File: src/rtl/eggtimer_ctrl.sv
// ============================================================================
// eggtimer_ctrl : sequencing FSM for the egg timer's cascaded BCD downcounters.
// Optional macro EGGTIMER_ALARM_BLINK_EN: alarm toggles on every tick in DONE.
// Rev 1.0
// ============================================================================
`default_nettype none

module eggtimer_ctrl #(
  parameter int DIGITS        = 4,
  parameter int ALARM_TIMEOUT = 60
) (
  input  logic              clk,
  input  logic              reset_n,
  input  logic              tick,
  input  logic              btn_start,
  input  logic              btn_clear,
  input  logic [DIGITS-1:0] digit_zero,
  output logic              cnt_load,
  output logic [DIGITS-1:0] digit_en,
  output logic              running,
  output logic              alarm
);

  typedef enum logic [2:0] {
    S_LOAD  = 3'd0,
    S_IDLE  = 3'd1,
    S_RUN   = 3'd2,
    S_PAUSE = 3'd3,
    S_DONE  = 3'd4
  } state_t;

  localparam logic [7:0] C_TIMEOUT = 8'(ALARM_TIMEOUT);

  state_t     r_state;
  state_t     w_next;
  logic [7:0] r_tcnt;
  logic       r_cnt_load;
  logic       r_running;
  logic       r_alarm;
  logic       w_alarm_nxt;
  logic       w_all_zero;
  logic       w_timeout;
  logic       w_en0;

  assign w_all_zero = &digit_zero;
  assign w_timeout  = (ALARM_TIMEOUT != 0) && tick && ((r_tcnt + 8'd1) == C_TIMEOUT);

  always_comb begin
    w_next = r_state;
    case (r_state)
      S_LOAD:  w_next = S_IDLE;
      S_IDLE: begin
        if (btn_clear)                     w_next = S_LOAD;
        else if (btn_start && !w_all_zero) w_next = S_RUN;
      end
      S_RUN: begin
        if (btn_clear)       w_next = S_LOAD;
        else if (w_all_zero) w_next = S_DONE;
        else if (btn_start)  w_next = S_PAUSE;
      end
      S_PAUSE: begin
        if (btn_clear)      w_next = S_LOAD;
        else if (btn_start) w_next = S_RUN;
      end
      S_DONE: begin
        if (btn_clear || btn_start || w_timeout) w_next = S_LOAD;
      end
      default: w_next = S_LOAD;
    endcase
  end

`ifdef EGGTIMER_ALARM_BLINK_EN
  // High on entry to DONE, then one toggle per tick while staying there.
  always_comb begin
    w_alarm_nxt = 1'b0;
    if (w_next == S_DONE) begin
      if (r_state != S_DONE) w_alarm_nxt = 1'b1;
      else                   w_alarm_nxt = tick ? ~r_alarm : r_alarm;
    end
  end
`else
  always_comb begin
    w_alarm_nxt = (w_next == S_DONE);
  end
`endif

  always_ff @(posedge clk or negedge reset_n) begin
    if (!reset_n) begin
      r_state    <= S_LOAD;
      r_cnt_load <= 1'b1;
      r_running  <= 1'b0;
      r_alarm    <= 1'b0;
      r_tcnt     <= 8'd0;
    end else begin
      r_state    <= w_next;
      r_cnt_load <= (w_next == S_LOAD);
      r_running  <= (w_next == S_RUN);
      r_alarm    <= w_alarm_nxt;
      // Held at zero outside DONE, so every entry starts a fresh count.
      if (r_state != S_DONE) r_tcnt <= 8'd0;
      else if (tick)         r_tcnt <= r_tcnt + 8'd1;
    end
  end

  // Borrow ripple written as a flat AND of lower zero flags.
  assign w_en0       = (r_state == S_RUN) && tick && !w_all_zero;
  assign digit_en[0] = w_en0;

  generate
    for (genvar k = 1; k < DIGITS; k++) begin : g_borrow
      assign digit_en[k] = w_en0 & (&digit_zero[k-1:0]);
    end
  endgenerate

  assign cnt_load = r_cnt_load;
  assign running  = r_running;
  assign alarm    = r_alarm;

endmodule

`default_nettype wire

File: config.mk
export PLATFORM = sky130hd
export DESIGN_NAME = eggtimer_ctrl
export DESIGN_NICKNAME = d
export VERILOG_FILES = /design/src/rtl/eggtimer_ctrl.sv
export SDC_FILE = /design/constraint.sdc
export NUM_CORES = 1
export LEC_CHECK = 0
export BUFFER_PORTS_ARGS = -buffer_cell sky130_fd_sc_hd__buf_2
export CORE_ASPECT_RATIO = 0.9
export CORE_MARGIN = 2
export CORE_UTILIZATION = 40
export CTS_CLUSTER_DIAMETER = 50
export DETAILED_ROUTE_END_ITERATION = 10
export PLACE_DENSITY = 0.69
export SYNTH_ARGS = -nofsm -noshare
export SYNTH_HDL_FRONTEND = slang
export SYNTH_SLANG_ARGS = --single-unit
File: constraint.sdc
create_clock -name clk -period 3.8 [get_ports clk]
set_input_delay 0.76 -clock clk [delete_from_list [all_inputs] [get_ports clk]]
set_output_delay 0.76 -clock clk [all_outputs]
set_load 0.02 [all_outputs]
==> metrics <==
Synth Net Count=93; IO Count=16; Crit path depth=6; post-CTS setup buffers=0; clock buffer depth=2; worst vdd ir=0.000241 V; CP top delay family=simple AND/OR/NAND/NOR gates; Vias=649; Post-Syn Instances=82; Internal=257 uW; yosys warns=0; synthesized area per cell=a little under 10 um2; Setup TNS=0 ns; CTS Hold Buffers Added=0; wire length of the first global-routing pass=around 2600 um; clock sink total=14; Remaining DRCs=0; final hold viol count=0; Routed WL per cell=12.8 um; TritonCTS clock tree=yes; WP data arrival=1.84 ns; critical path, cell by cell=buf_2, a41oi_1, nand2_1, nor3b_2, and4_1, buf_2; unique cell type count in the Yosys netlist=33; Critical Path Sink Type=output port; r2r startpoint=r_tcnt[0]; GRT Util Overall=15.0%; Worst slew margin=79.2%; skew final=0.0112 ns; initial antenna violation count=0; vias in the first global route=553; Synth Register Bits=14; Rows=15; Final Setup Violations=0; # H-tree levels=1; Hold Path Class=in2async; CP Class=in2out; Critical Path Start Type=input port; die height=46.5 um; drt initial violations=6; Placer Congestion=0.800; Psw=110 uW; drt pass-1 iters=3; Final HPWL DP=1090 um; LEAKAGE=0.000427 uW; sequential area share after synthesis=43.8%; max frequency=384 MHz; top_reg_cell synth=dfrtp_1; Bufs and invs on worst path=2; Non-Filler Instances=between 100 and 150; drt via density=5.32; Inserted Clock Buffers=3; Worst Reg2Reg Path Length in Cells=5; synth-to-layout area growth=15.1%; delay of the slowest critical-path stage=0.25 ns; worst r2r dst=r_state[2]; Most common cell on crit path=buf_2; Required @ worst endpoint=roughly 3.0 ns; Worst-Margin Slew=0.312 ns; top cells by area, synth=dfrtp_1 (40%), xor2_1 (5.5%), nor2_1 (5.1%); status=complete, no violations; Clk pin slew, worst setup/hold paths=0.10 ns; Initial Utilization=42.0%; Final Critical Period=2.60 ns; combinational fraction of design power=about a fifth; Period Utilization, post-route=68.5%; reg2reg setup slack=around 2.1 ns; Die W=51.2 um; commonest non-fill, non-tap cells in the layout=buf_2 (15), dfrtp_1 (13), nor2_1 (11), nand2_1 (7), xor2_1 (5); largest net degree at the start of global routing=15; switching fraction of total power=30.0%; Routed Antenna Nets=0; Ant. Diodes=0; CTS resizes=0; CORE AREA=1910 um2; fraction of layout cells with a size suffix above 1=23.7%; RSZ-0062 raised after global routing=no; nets@finish=about 110; CTS root buf=clkbuf_4; die area=2380 um2; max-cap violation count=0; Mapped Area=between 800 and 900 um2; Seq pwr share=a little under 50%; Filler cells=199; CP Max Fanout=4; PortBufs=15; Post-synth EDFFs=0; Power Dens Cells=397 nW/um2; Clock power frac=30.0%; dominant cell type by area after synthesis=dfrtp_1; commonest non-fill, non-tap cell in the layout=buf_2; Placed Cells=around 120; asr flop ratio synth=100%; area share of the leading cell type in the synthesized netlist=40.5%; Worst-Skew Late Latency=0.28 ns; Max Slew Vio Count=0; post-detailed-routing wire length=1560 um; slowest CP cell=nor3b_2; total congestion overflow=0
[worst max-delay path by stage]
stage,start,end,slack [ns]
2_1_floorplan,digit_zero[2],digit_en[3],1.43
3_3_place_gp,digit_zero[2],digit_en[3],1.26
3_5_place_dp,digit_zero[2],digit_en[3],1.19
4_1_cts,digit_zero[2],digit_en[3],1.18
5_1_grt,digit_zero[2],digit_en[3],1.12
6_report,digit_zero[2],digit_en[3],1.20
[flip-flops by register name (all words and copies together), names as in the netlist]
name	count
alarm	1
running	1
r_tcnt	8
r_state	3
cnt_load	1
[cell usage after synthesis (3+ instances only)]
| library cell | n |
|---|---|
| and3_1 | 4 |
| dfrtp_1 | 13 |
| nand2_1 | 7 |
| nand4_1 | 3 |
| nor2_1 | 11 |
| xnor2_1 | 4 |
| xor2_1 | 5 |
[area by class of cell]
class	instances	area (um2)	area share, %
clock buffer	4	36.3	3.92
inverter	1	3.75	0.406
multi-input combinational	63	427	46.1
sequential	14	352	38.0
tap	25	31.3	3.38
timing repair buffer	15	75.1	8.12
[through the flow]
stage          hold WS [ns]  utilization, %  setup WS, ns  area, um2  total power, uW
2_1_floorplan         0.464               -          1.43        803              242
3_3_place_gp          0.535            46.4          1.26        888              260
3_5_place_dp          0.550            46.4          1.19        888              261
4_1_cts               0.363            48.3          1.18        925              370
5_1_grt               0.360            48.3          1.12        925              388
6_report              0.348            48.3          1.20        925              367
[layer usage]
metal / GRT usage (%) / routed length, um / vias up
met5: 0 / 0 / -
met1: 19.4 / 776 / 304
met4: 11.1 / 43 / 0
met2: 23.6 / 691 / 16
met3: 1.30 / 52 / 4
li1: - / - / 325
[power by group through the flow]
stage	combinational, uW	clock (uW)	sequential (uW)
6_report	75.1	110	182
5_1_grt	82.7	120	185
4_1_cts	76.4	112	182
3_5_place_dp	76.0	0	185
3_3_place_gp	74.4	0	185
2_1_floorplan	62.9	0	179
[logic make-up after synthesis]
logic type	Yosys count	share of synthesized area, %
and+or+nand+nor	38	25.7
AOI/OAI and AO/OA	12	12.0
DFF	14	43.8
adders and majority gates	2	3.11
muxes	2	2.49
buffers and inverters	5	3.11
xor gates and xnor gates	9	9.81
Note: power is estimated with default switching activity, not from simulation.
